**config.mk**
```make
export PLATFORM = sky130hd
export DESIGN_NAME = uart_tx_periph
export DESIGN_NICKNAME = d
export VERILOG_FILES = /design/src/rtl/uart_tx_periph.sv
export SDC_FILE = /design/constraint.sdc
export NUM_CORES = 1
export LEC_CHECK = 0
export CELL_PAD_IN_SITES_DETAIL_PLACEMENT = 1
export CELL_PAD_IN_SITES_GLOBAL_PLACEMENT = 1
export CORE_MARGIN = 2
export CORE_UTILIZATION = 32
export CTS_BUF_LIST = sky130_fd_sc_hd__clkbuf_16
export CTS_CLUSTER_DIAMETER = 150
export DETAILED_ROUTE_END_ITERATION = 10
export PLACE_DENSITY = 0.85
export SKIP_LAST_GASP = 1
export SLEW_MARGIN = 20
export SYNTH_ARGS = -nofsm -noshare
export SYNTH_HDL_FRONTEND = slang
export SYNTH_SLANG_ARGS = --single-unit
```
**constraint.sdc**
```tcl
create_clock -name sys_clk -period 3.3 [get_ports sys_clk]
set_clock_uncertainty 0.15 [all_clocks]
set_input_delay 0.66 -clock sys_clk [delete_from_list [all_inputs] [get_ports sys_clk]]
set_output_delay 0.66 -clock sys_clk [all_outputs]
set_load 0.02 [all_outputs]
```
**src/rtl/uart_tx_periph.sv**
```systemverilog
// rtl/uart_tx_periph.sv - memory-mapped 8N1 UART transmitter with CPU back-pressure
//
// Build option: define UART_TX_FIFO_EN for a 4-entry transmit FIFO; otherwise a
// single holding register is used. Bus and serial behaviour are the same in both builds.
//
// Ports:
//   sys_clk       - sole clock, rising edge
//   reset         - asynchronous, active-low
//   read_enable   - CPU read strobe (a read of the control register clears done)
//   write_enable  - CPU write strobe
//   address       - CPU byte address, exact-match decode against TXD_ADDR / CON_ADDR
//   writedata     - CPU write data (TXD: bits [7:0]; CON: bit 3 = ie)
//   readdata      - combinational read data
//   if_continue   - 0 stalls the CPU while a TXD write cannot be accepted
//   uart_tx       - serial line, idle high
//   tx_irq        - level interrupt, done & ie
module uart_tx_periph #(
  parameter int unsigned BAUD_DIV = 10417,
  parameter logic [31:0] TXD_ADDR = 32'h40000018,
  parameter logic [31:0] CON_ADDR = 32'h40000020
) (
  input  logic        sys_clk,
  input  logic        reset,
  input  logic        read_enable,
  input  logic        write_enable,
  input  logic [31:0] address,
  input  logic [31:0] writedata,
  output logic [31:0] readdata,
  output logic        if_continue,
  output logic        uart_tx,
  output logic        tx_irq
);

  localparam int BW = (BAUD_DIV > 1) ? $clog2(BAUD_DIV) : 1;
  localparam logic [BW-1:0] BAUD_RELOAD = BW'(BAUD_DIV - 1);

`ifdef UART_TX_FIFO_EN
  localparam int CW = 3;
  localparam logic [CW-1:0] DEPTH = 3'd4;
`else
  localparam int CW = 1;
  localparam logic [CW-1:0] DEPTH = 1'b1;
`endif

  typedef enum logic [1:0] {IDLE, START, DATA, STOP} state_t;

  state_t        state_q;
  logic [BW-1:0] baud_q;
  logic [2:0]    bit_q;
  logic [7:0]    shift_q;
  logic          tx_q;
  logic          done_q;
  logic          ie_q;
  logic [7:0]    last_q;

  logic [CW-1:0] count;
  logic [7:0]    head;
  logic          txd_wr, con_wr, con_rd;
  logic          baud_end, stop_end;
  logic          pop, push;
  logic          full, busy;

  wire unused_wdata = &{1'b0, writedata[31:8]};

  assign txd_wr   = write_enable && (address == TXD_ADDR);
  assign con_wr   = write_enable && (address == CON_ADDR);
  assign con_rd   = read_enable  && (address == CON_ADDR);
  assign baud_end = (baud_q == '0);
  assign stop_end = (state_q == STOP) && baud_end;

  // The shifter takes the head either from idle or straight out of a finishing
  // stop bit, which is what makes consecutive frames back-to-back.
  assign pop  = (count != '0) && ((state_q == IDLE) || stop_end);
  // A full buffer still accepts when its head leaves in the same cycle.
  assign push = txd_wr && ((count != DEPTH) || pop);

  assign full        = (count == DEPTH);
  assign busy        = (state_q != IDLE) || (count != '0);
  assign if_continue = !(txd_wr && !push);
  assign uart_tx     = tx_q;
  assign tx_irq      = done_q & ie_q;

`ifdef UART_TX_FIFO_EN
  logic [7:0]    mem_q [4];
  logic [1:0]    wr_ptr_q, rd_ptr_q;
  logic [2:0]    count_q, count_d;

  assign head  = mem_q[rd_ptr_q];
  assign count = count_q;

  always_comb begin
    count_d = count_q + {2'b0, push} - {2'b0, pop};
  end

  always_ff @(posedge sys_clk or negedge reset) begin
    if (!reset) begin
      wr_ptr_q <= 2'd0;
      rd_ptr_q <= 2'd0;
      count_q  <= 3'd0;
    end else begin
      if (push) wr_ptr_q <= wr_ptr_q + 2'd1;
      if (pop)  rd_ptr_q <= rd_ptr_q + 2'd1;
      count_q <= count_d;
    end
  end

  // Storage needs no reset: entries are only read while count says they are valid.
  always_ff @(posedge sys_clk) begin
    if (push) mem_q[wr_ptr_q] <= writedata[7:0];
  end
`else
  logic [7:0] hold_q;
  logic       valid_q;

  assign head  = hold_q;
  assign count = valid_q;

  always_ff @(posedge sys_clk or negedge reset) begin
    if (!reset) begin
      hold_q  <= 8'd0;
      valid_q <= 1'b0;
    end else if (push) begin
      hold_q  <= writedata[7:0];
      valid_q <= 1'b1;
    end else if (pop) begin
      valid_q <= 1'b0;
    end
  end
`endif

  always_ff @(posedge sys_clk or negedge reset) begin
    if (!reset) begin
      state_q <= IDLE;
      baud_q  <= '0;
      bit_q   <= 3'd0;
      shift_q <= 8'd0;
      tx_q    <= 1'b1;
      done_q  <= 1'b0;
      ie_q    <= 1'b0;
      last_q  <= 8'd0;
    end else begin
      if (push)   last_q <= writedata[7:0];
      if (con_wr) ie_q   <= writedata[3];
      // Completion beats a simultaneous status read so an event is never lost.
      if (stop_end)    done_q <= 1'b1;
      else if (con_rd) done_q <= 1'b0;

      case (state_q)
        IDLE: begin
          tx_q <= 1'b1;
          if (pop) begin
            shift_q <= head;
            baud_q  <= BAUD_RELOAD;
            tx_q    <= 1'b0;
            state_q <= START;
          end
        end
        START: begin
          if (baud_end) begin
            baud_q  <= BAUD_RELOAD;
            bit_q   <= 3'd0;
            tx_q    <= shift_q[0];
            state_q <= DATA;
          end else begin
            baud_q <= baud_q - 1'b1;
          end
        end
        DATA: begin
          if (baud_end) begin
            baud_q <= BAUD_RELOAD;
            if (bit_q == 3'd7) begin
              tx_q    <= 1'b1;
              state_q <= STOP;
            end else begin
              bit_q   <= bit_q + 3'd1;
              shift_q <= {1'b0, shift_q[7:1]};
              tx_q    <= shift_q[1];
            end
          end else begin
            baud_q <= baud_q - 1'b1;
          end
        end
        STOP: begin
          if (baud_end) begin
            if (pop) begin
              shift_q <= head;
              baud_q  <= BAUD_RELOAD;
              tx_q    <= 1'b0;
              state_q <= START;
            end else begin
              state_q <= IDLE;
            end
          end else begin
            baud_q <= baud_q - 1'b1;
          end
        end
        default: state_q <= IDLE;
      endcase
    end
  end

  always_comb begin
    readdata = 32'd0;
    if (address == CON_ADDR)      readdata = {28'd0, ie_q, done_q, full, busy};
    else if (address == TXD_ADDR) readdata = {24'd0, last_q};
  end

endmodule

```
; ---- Yosys cells after proc, flatten, opt, wreduce, memory -nomap -nowiden
; Cells that the tools add are included.
[word_totals]
regBits = 39
word_cells = 82
in_bits = 68
[op_classes]
n_bitwise = 2
n_reduce_logical = 24
n_addsub = 2
n_eq_ne = 13
n_mux = 32
[op_table]
columns = op, count
row1 = "32-bit by 31-bit equality test with 1-bit output, second input constant", 2
row2 = 8-bit two-way mux, 6
row3 = 14-bit two-way mux, 3
row4 = 14-bit case mux with 3 select lines, 1
row5 = 8-bit case mux with 3 select lines, 1
row6 = 14-bit zero test, 1
row7 = "2-bit inequality test, second input constant", 7
row8 = "14-bit by 1-bit subtractor with 14-bit output, second input constant", 1
row9 = 4-bit AND reduction, 3
row10 = 1-bit two-way mux, 10
row11 = 2-bit two-way mux, 5
row12 = 3-bit two-way mux, 3
row13 = 2-bit case mux with 4 select lines, 1
row14 = 2-bit nonzero test, 4
row15 = 1-bit logical AND, 7
row16 = 3-bit case mux with 2 select lines, 1
row17 = 5-bit AND reduction, 1
row18 = "2-bit equality test, second input constant", 2
row19 = 1-bit case mux with 4 select lines, 1
row20 = "3-bit by 1-bit adder with 3-bit output, second input constant", 1
row21 = "3-bit equality test, second input constant", 1
row22 = 1-bit logical OR, 3
row23 = 3-bit nonzero test, 1
row24 = "2-bit by 1-bit equality test with 1-bit output, second input constant", 1
row25 = other kinds (5), 6

; ---- Longest topological paths before layout
[depth]
depth_word = 9
mapped_depth = 9
depth_no_buf = 7

; ---- Worst setup path after synthesis
; No wires, ideal clock.
[synth_path]
path_type = reg2out
startpoint = register baud_q[9]
endpoint = output if_continue
n_path_buf = 1
slack_ps = 524
arrival_time_ps = 1966
stages_incl_launch_ff = 6
cell_sequence = dfrtp_1 > or4_4 > buf_6 > or4_1 > nand3b_1 > or3_1
[synth_via]
elab_chain_len = 9
[synth_lines]
columns = element, line
row1 = start: declaration, 48  ; logic [BW-1:0] baud_q;
row2 = start signal: assignment, 165  ; baud_q <= baud_q - 1'b1;
row3 = start signal: assignment, 180  ; baud_q <= baud_q - 1'b1;
row4 = start signal: assignment, 194  ; baud_q <= baud_q - 1'b1;
row5 = 14-bit zero test, 68  ; assign baud_end = (baud_q == '0);
row6 = 1-bit logical AND, 69  ; assign stop_end = (state_q == STOP) && baud_end;
row7 = 1-bit logical OR, 73  ; assign pop = (count != '0) && ((state_q == IDLE) || stop_end);
row8 = 1-bit logical AND, 73
row9 = 1-bit logical OR, 75  ; assign push = txd_wr && ((count != DEPTH) || pop);
row10 = 1-bit logical AND, 75
row11 = 1-bit zero test, 79  ; assign if_continue = !(txd_wr && !push);
row12 = 1-bit logical AND, 79
row13 = 1-bit zero test, 79
row14 = end: declaration, 29  ; output logic if_continue,
; No other way between the ends.

; ---- Worst setup path in the final report
[layout_path]
startpoint = register baud_q[0]
endpoint = output if_continue
; The elaborated chain is that of the path after synthesis.

==> impl_metrics.env <==
export IMPL_die_h_um=93.4
export IMPL_worstMarginPinSlew_ns=0.885
export IMPL_synthSimpleGateAreaFrac_pct=23.3
export IMPL_power_density_nw_per_um2=355
export IMPL_ys_warnings_count=0
export IMPL_cp_arrival_ns=2.43
export IMPL_synth_compound_area_share_pct=19.0
export IMPL_clk_latency_ns=0.28
export IMPL_drtIter0Drc=140
export IMPL_fin_nets=421
export IMPL_ys_seq_area_share_pct=38.2
export IMPL_synth_main_ff_cell="dfrtp_1"
export IMPL_die_area_um2=8720
export IMPL_setup_viol=0
export IMPL_io_pins=103
export IMPL_crit_required_ns=2.49
export IMPL_report_final_slew_viol_count=0
export IMPL_postRouteAntennaNets=0
export IMPL_place_ws_ns=-0.247
export IMPL_slew_limit_headroom_pct=41.0
export IMPL_viasPerCell=5.30
export IMPL_min_period_over_period_pct=98.2
export IMPL_cts_tree="done"
export IMPL_antenna_found_initial=0
export IMPL_cts_buffers=5
export IMPL_critPathLaunchType="flip-flop"
export IMPL_r2r_setup_slack_ns=0.37
export IMPL_status="finished clean"
export IMPL_rows=32
export IMPL_crit_path_end_kind="output pin"
export IMPL_drtPass1Iterations=4
export IMPL_drc=0
export IMPL_synthToLayoutAreaGrowth_pct=32.6
export IMPL_synth_edf_count=0
export IMPL_start_util_pct=33.1
export IMPL_power_total_mw=1.20
export IMPL_r2r_start="baud_q[0]"
export IMPL_tns_ns=0
export IMPL_avgRoutedWirePerCell_um=17.3
export IMPL_grt_overflow=0
export IMPL_ys_ff_latch=39
export IMPL_hold_viol=0
export IMPL_synth_cell_types=53
export IMPL_grt_pass1_wl_mm=13.0
export IMPL_cts_root_buf="clkbuf_16"
export IMPL_vdd_drop_max_uv=212
export IMPL_r2r_cells=8
export IMPL_fmax_mhz=309
export IMPL_postSynth_asyncResetShare_pct=100
export IMPL_cellLeakagePower_nw=1.48
export IMPL_rsz0062_at_grt="yes"
export IMPL_totalWireLength_mm=7.75
export IMPL_crit_path_max_fanout=2
export IMPL_hold_path_class="primary input to asynchronous set/reset pin"
export IMPL_synthAdderAreaFrac_pct=3.92
export IMPL_hpwl_mm=5.65
export IMPL_synth_top_family_by_area="simple AND/OR/NAND/NOR gates"
export IMPL_critical_path_class="flip-flop to output pin"
export IMPL_die_x_um=93.4
export IMPL_grt_usage_pct=19.0
export IMPL_clk_pin_slew_ns=0.06
export IMPL_clk_path_buf_depth=2
export IMPL_synth_xor_area_share_pct=0
export IMPL_synth_area_um2=2550
export IMPL_muxShareOfSynthArea_pct=3.97
export IMPL_setup_ws_ns=0.0596
export IMPL_ctsHoldBuffers=0
export IMPL_drive_gt1_share_pct=16.5
export IMPL_syn_avg_cell_area_um2=9.22
export IMPL_core_area_um2=7730
export IMPL_period_needed_ns=3.24
export IMPL_gp_congestion=0.823
export IMPL_fin_hold_ws_ns=0.346
export IMPL_cap_violations=0
export IMPL_syn_inst=277
export IMPL_diodes=0
export IMPL_portBuffers=54
export IMPL_htree_num_levels=2
export IMPL_grt_pass1_vias=2580
export IMPL_num_vias=2373
export IMPL_grt_max_degree=40
export IMPL_reg2reg_to="state_q[0]"
export IMPL_clock_sinks=39
per-stage QoR:
step                instance area [um^2]  instances  util [%]
floorplan                           2640        300         -
global placement                    3210        440      41.5
detailed placement                  3210        440      41.5
CTS                                 3390        448      43.9
global route                        3390        448      43.8
finish                              3390        448      43.8
layer usage:
metal | track usage (%) | vias to the layer above | share of wire [%]
met5 | 0 | - | 0
met4 | 6.37 | 0 | 2.2
met3 | 3.30 | 17 | 3.7
met2 | 33.7 | 62 | 52
met1 | 23.1 | 1191 | 42
li1 | - | 1103 | -
placed cells by master (no fill, tap or decap), types with 3 or more instances in the layout:
cell type / n
clkdlybuf4s50_1: 44
or4_1: 5
and2_1: 3
inv_1: 10
o21ai_0: 18
or3_1: 5
o31ai_1: 4
nor4_1: 9
nor3b_1: 3
or2_2: 3
conb_1: 24
nand2b_1: 6
a22oi_1: 5
clkbuf_2: 5
o21a_1: 3
ha_1: 8
buf_4: 21
clkbuf_16: 5
or4_4: 3
a21oi_1: 9
a31oi_1: 4
nor2_1: 24
nand2_1: 18
a21o_1: 5
nor3_1: 8
dfrtp_1: 38
o221a_1: 7
mux2_2: 9
nor4_2: 3
flip-flops by register name, summed over array words and instances (netlist names), 2 cells and up:
name and count:
baud_q 14, bit_q 3, last_q 8, shift_q 8, state_q 2
worst max-delay path, stage by stage (launching register included):
cell and delay [ns]:
dfrtp_1 0.38, inv_1 0.06, ha_1 0.19, or4b_1 0.50
or4_1 0.53, nand3b_1 0.17, or3_1 0.15, clkbuf_2 0.18
where the power goes:
| part | switching, mW | internal, mW |
|---|---|---|
| logic | 0.0467 | 0.0475 |
| registers | 0.00000000105 | 0.478 |
| clock network | 0.197 | 0.433 |
| total | 0.244 | 0.959 |
final cells by class:
cell class	instances	area (um^2)
clock buffer	5	125
clock inverter	3	67.6
fill	885	4340
inverter	11	41.3
multi-input combinational	213	1380
sequential	39	977
tap	102	128
timing repair buffer	75	666
cells by family (layout without fill, tap and decap cells):
logic type      Yosys count  count (layout)
other cells               1              24
buf+inv                  48              94
fa+ha+maj                 8               8
flops                    39              39
simple gates            104             104
mux                       9               9
compound gates           68              68
synthesized netlist by cell type, types with 8 or more instances:
cell | count | share of area, %
a21oi_1 | 9 | 1.8
buf_4 | 24 | 7.1
clkbuf_1 | 9 | 1.3
dfrtp_1 | 38 | 37
ha_1 | 8 | 3.9
inv_1 | 10 | 1.5
mux2_2 | 9 | 4.0
nand2_1 | 18 | 2.6
nor2_1 | 24 | 3.5
nor3_1 | 8 | 1.6
nor4_1 | 11 | 2.7
o21ai_0 | 18 | 3.5
worst max path at each step:
| stage | from | to | cells after the start |
|---|---|---|---|
| after floorplan | baud_q[9] | if_continue | 5 |
| after global placement | address[13] | if_continue | 7 |
| after detailed placement | address[13] | readdata[6] | 8 |
| after CTS | baud_q[0] | if_continue | 7 |
| after global routing | address[25] | if_continue | 7 |
| final | baud_q[0] | if_continue | 7 |
timing repair:
item | 4_1_cts | 5_1_grt
gates resized for setup | 9 | 14
setup endpoints to repair | 9 | 9
setup buffers | 0 | 0
No activity file was read; power rests on OpenSTA's default activity.
